==> config.mk <==
export PLATFORM = sky130hd
export DESIGN_NAME = ucdp_sync_hs_ctrl
export DESIGN_NICKNAME = d
export VERILOG_FILES = /design/src/rtl/ucdp_sync_hs_ctrl.sv
export SDC_FILE = /design/constraint.sdc
export NUM_CORES = 1
export LEC_CHECK = 0
export CORE_ASPECT_RATIO = 1.2
export CORE_UTILIZATION = 35
export CTS_CLUSTER_DIAMETER = 80
export DETAILED_ROUTE_END_ITERATION = 16
export PLACE_DENSITY = 0.68
export SYNTH_ARGS = -nofsm -noshare
export SYNTH_HDL_FRONTEND = slang
export SYNTH_SLANG_ARGS = --single-unit
==> constraint.sdc <==
create_clock -name clk_i -period 4.2 [get_ports clk_i]
set_input_delay 0.63 -clock clk_i [delete_from_list [all_inputs] [get_ports clk_i]]
set_output_delay 0.63 -clock clk_i [all_outputs]
set_load 0.1 [all_outputs]
==> src/rtl/ucdp_sync_hs_ctrl.sv <==
`default_nettype none
// ============================================================================
// Module      : ucdp_sync_hs_ctrl
// Description : 4-phase req/ack handshake controller toward an asynchronous
//               remote domain. The ack input is brought in through a 2-flop
//               synchronizer. A data word is captured on acceptance and held
//               on data_o while the handshake runs.
//               The optional handshake timeout is compiled in with the macro
//               UCDP_SYNC_HS_TIMEOUT_EN.
// Revision    : 1.0 - initial release
// ============================================================================
module ucdp_sync_hs_ctrl #(
  parameter int WIDTH   = 8,
  parameter int TIMEOUT = 255
) (
  input  logic             clk_i,
  input  logic             rst_i,
  input  logic             valid_i,
  output logic             ready_o,
  input  logic [WIDTH-1:0] data_i,
  output logic             req_o,
  output logic [WIDTH-1:0] data_o,
  input  logic             ack_i,
  output logic             busy_o,
  output logic             err_o
);

  localparam logic [1:0] S_IDLE    = 2'd0;
  localparam logic [1:0] S_WAIT_HI = 2'd1;
  localparam logic [1:0] S_WAIT_LO = 2'd2;

  // Reject out-of-range configurations at elaboration time.
  if (WIDTH < 1 || WIDTH > 64) begin : g_bad_width
    $error("ucdp_sync_hs_ctrl: WIDTH must be within 1..64");
  end
  if (TIMEOUT < 1 || TIMEOUT > 65535) begin : g_bad_timeout
    $error("ucdp_sync_hs_ctrl: TIMEOUT must be within 1..65535");
  end

  logic [1:0]       state_q, state_d;
  logic             ack_meta_q;
  logic             ack_s_q;
  logic             req_q, req_d;
  logic [WIDTH-1:0] data_q, data_d;
  logic             accept;
  logic             timeout_fire;

  // Two-flop synchronizer: the raw ack is never observed by any other logic.
  always_ff @(posedge clk_i or posedge rst_i) begin
    if (rst_i) begin
      ack_meta_q <= 1'b0;
      ack_s_q    <= 1'b0;
    end else begin
      ack_meta_q <= ack_i;
      ack_s_q    <= ack_meta_q;
    end
  end

`ifdef UCDP_SYNC_HS_TIMEOUT_EN
  // Fire when the current wait has lasted TIMEOUT cycles without progress.
  localparam logic [15:0] TO_LAST = 16'(TIMEOUT - 1);

  logic [15:0] cnt_q, cnt_d;
  logic        err_q;
  logic        timeout_hit;

  assign timeout_hit  = (state_q != S_IDLE) && (cnt_q == TO_LAST);
  // A timeout only matters when the expected ack level has not arrived yet.
  assign timeout_fire = timeout_hit &&
                        (((state_q == S_WAIT_HI) && !ack_s_q) ||
                         ((state_q == S_WAIT_LO) &&  ack_s_q));

  // Wait counter: cleared on every state entry, counts while waiting.
  always_comb begin
    cnt_d = cnt_q;
    if (state_d != state_q) begin
      cnt_d = 16'd0;
    end else if (state_q != S_IDLE) begin
      cnt_d = cnt_q + 16'd1;
    end
  end

  // Counter and one-cycle error pulse registers.
  always_ff @(posedge clk_i or posedge rst_i) begin
    if (rst_i) begin
      cnt_q <= 16'd0;
      err_q <= 1'b0;
    end else begin
      cnt_q <= cnt_d;
      err_q <= timeout_fire;
    end
  end

  assign err_o = err_q;
`else
  // Without the timeout feature the handshake waits indefinitely.
  assign timeout_fire = 1'b0;
  assign err_o        = 1'b0;
`endif

  // State register.
  always_ff @(posedge clk_i or posedge rst_i) begin
    if (rst_i) begin
      state_q <= S_IDLE;
    end else begin
      state_q <= state_d;
    end
  end

  // Next-state logic; a stale ack held high in IDLE blocks acceptance.
  always_comb begin
    state_d = state_q;
    case (state_q)
      S_IDLE: begin
        if (accept) begin
          state_d = S_WAIT_HI;
        end
      end
      S_WAIT_HI: begin
        if (ack_s_q || timeout_fire) begin
          state_d = S_WAIT_LO;
        end
      end
      S_WAIT_LO: begin
        if (!ack_s_q || timeout_fire) begin
          state_d = S_IDLE;
        end
      end
      default: begin
        state_d = S_IDLE;
      end
    endcase
  end

  // Output decode: handshake flags, acceptance and next values of output flops.
  always_comb begin
    ready_o = (state_q == S_IDLE) && !ack_s_q;
    busy_o  = (state_q == S_WAIT_HI) || (state_q == S_WAIT_LO);
    accept  = ready_o && valid_i;
    // req is high exactly while the FSM waits for the rising ack.
    req_d   = (state_d == S_WAIT_HI);
    data_d  = accept ? data_i : data_q;
  end

  // Flop-driven request and captured data word.
  always_ff @(posedge clk_i or posedge rst_i) begin
    if (rst_i) begin
      req_q  <= 1'b0;
      data_q <= '0;
    end else begin
      req_q  <= req_d;
      data_q <= data_d;
    end
  end

  assign req_o  = req_q;
  assign data_o = data_q;

endmodule
`default_nettype wire

# Word-level counts from Yosys, hierarchy flattened
# Index checks and enable logic that the tools add are counted.
# totals
regBits	13
out_inout_bits	12
wordCells	17
# op_classes
eq_ne	3
mux	4
n_reduce_logical	5
# op_table
operator	n
two-way mux 2 bit	3
one-hot mux 2 bit (3 select lines)	1
== test 2 x 1 -> 1 bit (second input constant)	2
== test 2 bit (second input constant)	1
logical AND 1 bit	2
zero test 2 bit	1
zero test 1 bit	1
logical OR 1 bit	1

# Logic depth before layout (Yosys ltp)
# logic_depth
word_depth	6
ltp_mapped	5
depth_no_buf	5

# Worst setup path before layout
# OpenSTA, ideal clock, no wires.
# synth_timing
path_type	register -> register
from	reg state_q[0]
to	reg data_q[0], in the netlist data_o[0]
setup_time_ns	0.125
t_arrival_ns	1.802
required_ns	4.075
setup_slack_ns	2.273
path_stages_with_launch	6
synth_period_minus_slack_ns	1.927
path_cell_list	dfrtp_1 > inv_1 > ha_1 > nor2b_4 > nand2_4 > mux2_4
# synth_via
elab_chain_cells	3
# synth_rtl
element	line	text
start, declared	40	logic [1:0] state_q, state_d;
start signal, assigned	106	state_q <= state_d;
zero test 2 bit	137	ready_o = (state_q == S_IDLE) && !ack_s_q;
logical AND 1 bit	137	
net ready_o	19	output logic ready_o,
logical AND 1 bit	139	accept = ready_o && valid_i;
end signal, assigned	152	data_q <= data_d;
end, declared	44	logic [WIDTH-1:0] data_q, data_d;
# The timed path passes the listed nets, and every way through them passes these cells.
# A chain may end at the register's enable or synchronous reset.

# Worst setup path after layout
# layout_timing
from	reg state_q[0]
to	out ready_o
# layout_via
elab_chain_cells	2
# layout_rtl
element	line
zero test 2 bit	137
logical AND 1 bit	137
end, declared	19
# Every way passes these cells.

==> report_table.html <==
<table>
<tr><th>Metric</th><th>Value</th></tr>
<tr><th colspan="2">Detailed routing</th></tr>
<tr><td>Wire length per cell after detailed routing</td><td>11.83 um</td></tr>
<tr><td>Total routed wirelength</td><td>1.017 mm</td></tr>
<tr><td>Count of antenna-violating nets left after detailed routing</td><td>0</td></tr>
<tr><td>Drt first pass iters</td><td>4</td></tr>
<tr><td>Remaining design rule violation count</td><td>0</td></tr>
<tr><td>Average vias per placed instance</td><td>4.640</td></tr>
<tr><td>Number of DRC markers in iteration 0</td><td>2</td></tr>
<tr><td>DR vias</td><td>399</td></tr>
<tr><th colspan="2">Global routing</th></tr>
<tr><td>First-pass GRT wire length</td><td>1.511 mm</td></tr>
<tr><td>Number of global-route vias before repair</td><td>366</td></tr>
<tr><td>Largest net degree at the start of global routing</td><td>14</td></tr>
<tr><td>Aggregate global-route resource usage</td><td>0.1239</td></tr>
<tr><td>Leftover overflow at the end of global routing</td><td>0</td></tr>
<tr><td>Antenna violations before repair</td><td>0</td></tr>
<tr><th colspan="2">Timing</th></tr>
<tr><td>Setup TNS Final</td><td>0 ns</td></tr>
<tr><td>Slew Viols, Final</td><td>0</td></tr>
<tr><td>Finish-stage setup viols</td><td>0</td></tr>
<tr><td>Worst slew pin tran</td><td>0.9781 ns</td></tr>
<tr><td>Max-Slew Margin vs Limit</td><td>0.3459</td></tr>
<tr><td>Worst-case hold slack</td><td>0.3740 ns</td></tr>
<tr><td>Number of hold violations in the final report</td><td>0</td></tr>
<tr><td>Shortest period the worst path allows</td><td>2.995 ns</td></tr>
<tr><td>Clk_skew</td><td>0.009824 ns</td></tr>
<tr><td>Max Fclk</td><td>333.9 MHz</td></tr>
<tr><td>Tcrit/Tclk final</td><td>0.7131</td></tr>
<tr><td>Unrepaired setup endpoints after global routing</td><td>false</td></tr>
<tr><th colspan="2">Setup path</th></tr>
<tr><td>Critical Path AT</td><td>2.37 ns</td></tr>
<tr><td>Max FO, Critical Path</td><td>5</td></tr>
<tr><td>Reg2reg path depth</td><td>5</td></tr>
<tr><td>Stage delay of the slowest cell on the critical path</td><td>1.14 ns</td></tr>
<tr><td>Crit path max-delay cell type</td><td>sky130_fd_sc_hd__clkdlybuf4s50_1</td></tr>
<tr><td>Critical path cell sequence</td><td>inv_1 -&gt; ha_1 -&gt; nor2b_4 -&gt; clkdlybuf4s50_1</td></tr>
<tr><td>Classification of the worst setup path</td><td>reg -&gt; out</td></tr>
<tr><td>Data required time at the worst endpoint</td><td>3.57 ns</td></tr>
<tr><td>Critical path endpoint category</td><td>output port</td></tr>
<tr><td>Element type at the critical path start</td><td>flop</td></tr>
<tr><th colspan="2">Logic synthesis</th></tr>
<tr><td>Dominant combinational cell family by area after synthesis</td><td>multiplexers</td></tr>
<tr><td>Fraction of the mapped netlist area in adder cells</td><td>0.08264</td></tr>
<tr><td>Area contributors post-synth</td><td>sky130_fd_sc_hd__dfrtp_1 (54%), sky130_fd_sc_hd__mux2_4 (20%), sky130_fd_sc_hd__ha_1 (8.3%), sky130_fd_sc_hd__inv_1 (2.5%), sky130_fd_sc_hd__nor2b_4 (2.3%)</td></tr>
<tr><td>Number of enable-type register cells in the synthesized netlist</td><td>0</td></tr>
<tr><td>Proportion of synthesized chip area in sequential cells</td><td>0.5372</td></tr>
<tr><td>Synthesized-area fraction occupied by ao, oa, aoi and oai cells</td><td>0.06198</td></tr>
<tr><td>Synthesized instance count</td><td>43</td></tr>
<tr><td>Syn avg cell area</td><td>14.08 um^2</td></tr>
<tr><td>Most frequent cell after synthesis</td><td>sky130_fd_sc_hd__dfrtp_1</td></tr>
<tr><td>Total standard cell area after synthesis</td><td>605.6 um^2</td></tr>
<tr><td>Share of synthesized cell area in and, or, nand and nor gates</td><td>0.07645</td></tr>
<tr><td>Syn Nets</td><td>59</td></tr>
<tr><td>Count of state elements after synthesis</td><td>13</td></tr>
<tr><td>Ranking of synthesized cells by instance count</td><td>sky130_fd_sc_hd__dfrtp_1 (13), sky130_fd_sc_hd__mux2_4 (8), sky130_fd_sc_hd__ha_1 (4), sky130_fd_sc_hd__inv_1 (4), sky130_fd_sc_hd__a21oi_1 (2)</td></tr>
<tr><td>Synth async-reset ratio</td><td>1.000</td></tr>
<tr><td>Share of the synthesized netlist area taken by xor and xnor gates</td><td>0</td></tr>
<tr><td>Library cell occupying the most area in the post-synthesis netlist</td><td>sky130_fd_sc_hd__dfrtp_1</td></tr>
<tr><td>Post-synth top area share</td><td>0.5372</td></tr>
<tr><td>Unique cell type count in the Yosys netlist</td><td>17</td></tr>
<tr><td>Number of warning messages in the yosys log</td><td>0</td></tr>
<tr><td>Primary FF master, synth</td><td>sky130_fd_sc_hd__dfrtp_1</td></tr>
<tr><td>Mux cell area share after synthesis</td><td>0.1983</td></tr>
<tr><th colspan="2">Cells and area</th></tr>
<tr><td>Area overhead of the layout relative to synthesis</td><td>43.18%</td></tr>
<tr><td>Number of inserted diodes</td><td>0</td></tr>
<tr><td>Post-route non-filler standard cell count</td><td>86</td></tr>
<tr><td>Combined area of the multi-input logic cells</td><td>257.7 um^2</td></tr>
<tr><td>Flip-flop and latch area</td><td>325.3 um^2</td></tr>
<tr><td>Number of nets in the final layout</td><td>85</td></tr>
<tr><td>Filler instances</td><td>139</td></tr>
<tr><td>Proportion of layout cells with a drive suffix above 1</td><td>0.1912</td></tr>
<tr><th colspan="2">Placed design</th></tr>
<tr><td>Final RePlAce weighted congestion</td><td>0.6848</td></tr>
<tr><td>Estimated wirelength of the detail-placed design</td><td>811.9 um</td></tr>
<tr><td># placed instances</td><td>82</td></tr>
<tr><td>Count of input and output buffers</td><td>22</td></tr>
<tr><th colspan="2">Clock network</th></tr>
<tr><td>Clock slew seen by the registers of the worst setup and hold paths</td><td>0.07 ns</td></tr>
<tr><td>Source-to-sink clock delay at the later pin of the worst-skew pair</td><td>0.27 ns</td></tr>
<tr><td>Post CTS Setup Buffer Count</td><td>0</td></tr>
<tr><td>Clock H-tree levels</td><td>1</td></tr>
<tr><td>CTS resizes</td><td>0</td></tr>
<tr><td>TritonCTS clock tree</td><td>yes</td></tr>
<tr><td># hold bufs at CTS</td><td>0</td></tr>
<tr><td>Number of buffers created by CTS</td><td>3</td></tr>
<tr><td>Clk sinks</td><td>13</td></tr>
<tr><td>Maximum clock insertion buffer count</td><td>2</td></tr>
<tr><td>CTS root buffer</td><td>sky130_fd_sc_hd__clkbuf_4</td></tr>
<tr><th colspan="2">Die</th></tr>
<tr><td>Starting density of the core</td><td>0.3735</td></tr>
<tr><td>Die Wd</td><td>39.97 um</td></tr>
<tr><td>Total I/O pin count</td><td>24</td></tr>
<tr><td>Core region area</td><td>1622 um^2</td></tr>
<tr><td>Die span in y</td><td>47.57 um</td></tr>
<tr><td>Placement row count</td><td>16</td></tr>
<tr><td>Die Footprint</td><td>1901 um^2</td></tr>
<tr><th colspan="2">Run status</th></tr>
<tr><td>Result of the run</td><td>completed</td></tr>
<tr><th colspan="2">Hold path</th></tr>
<tr><td>Count of cells along the worst hold path</td><td>0</td></tr>
<tr><td>Min-Delay Path Class</td><td>reg -&gt; reg</td></tr>
<tr><th colspan="2">Run</th></tr>
<tr><td>Number of max-cap violations</td><td>0</td></tr>
</table>
layer usage:
layer  track usage  part of all wire  wire [um]  vias to the layer above
met5             0                 0          0                        -
met3       0.02791             0.060         61                        0
li1              -                 -          -                      191
met2        0.1806              0.53        540                       15
met1        0.1622              0.41        415                      193
met4       0.08276                 0          0                        0
worst max-delay path, delay by kind of cell (launching register included):
kind / cells / cell delay (ns)
fa+ha+maj: 1 / 0.23
simple gates: 1 / 0.20
buf+inv: 2 / 1.25
flops: 1 / 0.41
cell usage in the layout, fill, tap and decap left out:
master / instances
sky130_fd_sc_hd__nor2_1: 1
sky130_fd_sc_hd__clkbuf_4: 3
sky130_fd_sc_hd__dfrtp_1: 13
sky130_fd_sc_hd__clkbuf_1: 1
sky130_fd_sc_hd__nor3_1: 1
sky130_fd_sc_hd__mux2_4: 8
sky130_fd_sc_hd__o21ai_0: 1
sky130_fd_sc_hd__conb_1: 1
sky130_fd_sc_hd__inv_1: 4
sky130_fd_sc_hd__nand2_4: 1
sky130_fd_sc_hd__o22a_1: 1
sky130_fd_sc_hd__nand2b_1: 1
sky130_fd_sc_hd__a31oi_1: 1
sky130_fd_sc_hd__nor2b_4: 1
sky130_fd_sc_hd__ha_1: 4
sky130_fd_sc_hd__a21oi_1: 2
sky130_fd_sc_hd__nor2b_1: 1
sky130_fd_sc_hd__a22oi_1: 1
sky130_fd_sc_hd__clkdlybuf4s50_1: 22
cells by family after synthesis:
| logic type | count (synthesis) |
|---|---|
| AOI/OAI and AO/OA | 6 |
| muxes | 8 |
| and+or+nand+nor | 6 |
| DFF | 13 |
| buffers and inverters | 5 |
| adders and majority gates | 4 |
| other | 1 |
final cells by class:
class,instances,area share
flip-flops and latches,13,0.3752
multi-input cells,25,0.2973
repair buffers,22,0.2540
clock buffers,4,0.03030
well taps,18,0.02597
inverters,4,0.01732
final timing paths:
check	startpoint	endpoint	slack, ns
min	ack_meta_q	ack_s_q	0.37
max	state_q[0]	ready_o	1.20
min in group asynchronous	rst_i	data_o[1]	0.66
max reg2reg	state_q[0]	data_o[7]	2.69
min reg2reg	ack_meta_q	ack_s_q	0.37
max in group asynchronous	rst_i	state_q[1]	3.21
registers in the layout, indices dropped and copies added (netlist names):
signal / count
req_o: 1
state_q: 2
ack_meta_q: 1
data_o: 8
ack_s_q: 1
stage by stage:
stage | area (um^2) | setup WS [ns] | utilization
finish | 867.1 | 1.205 | 0.5347
global route | 867.1 | 1.095 | 0.5347
CTS | 867.1 | 1.188 | 0.5347
detailed placement | 840.8 | 1.487 | 0.5185
global placement | 840.8 | 1.519 | 0.5185
floorplan | 605.6 | 2.273 | -
Power is not shown: default switching activity piles up to over one toggle a cycle in this logic, so the estimate is an artifact.
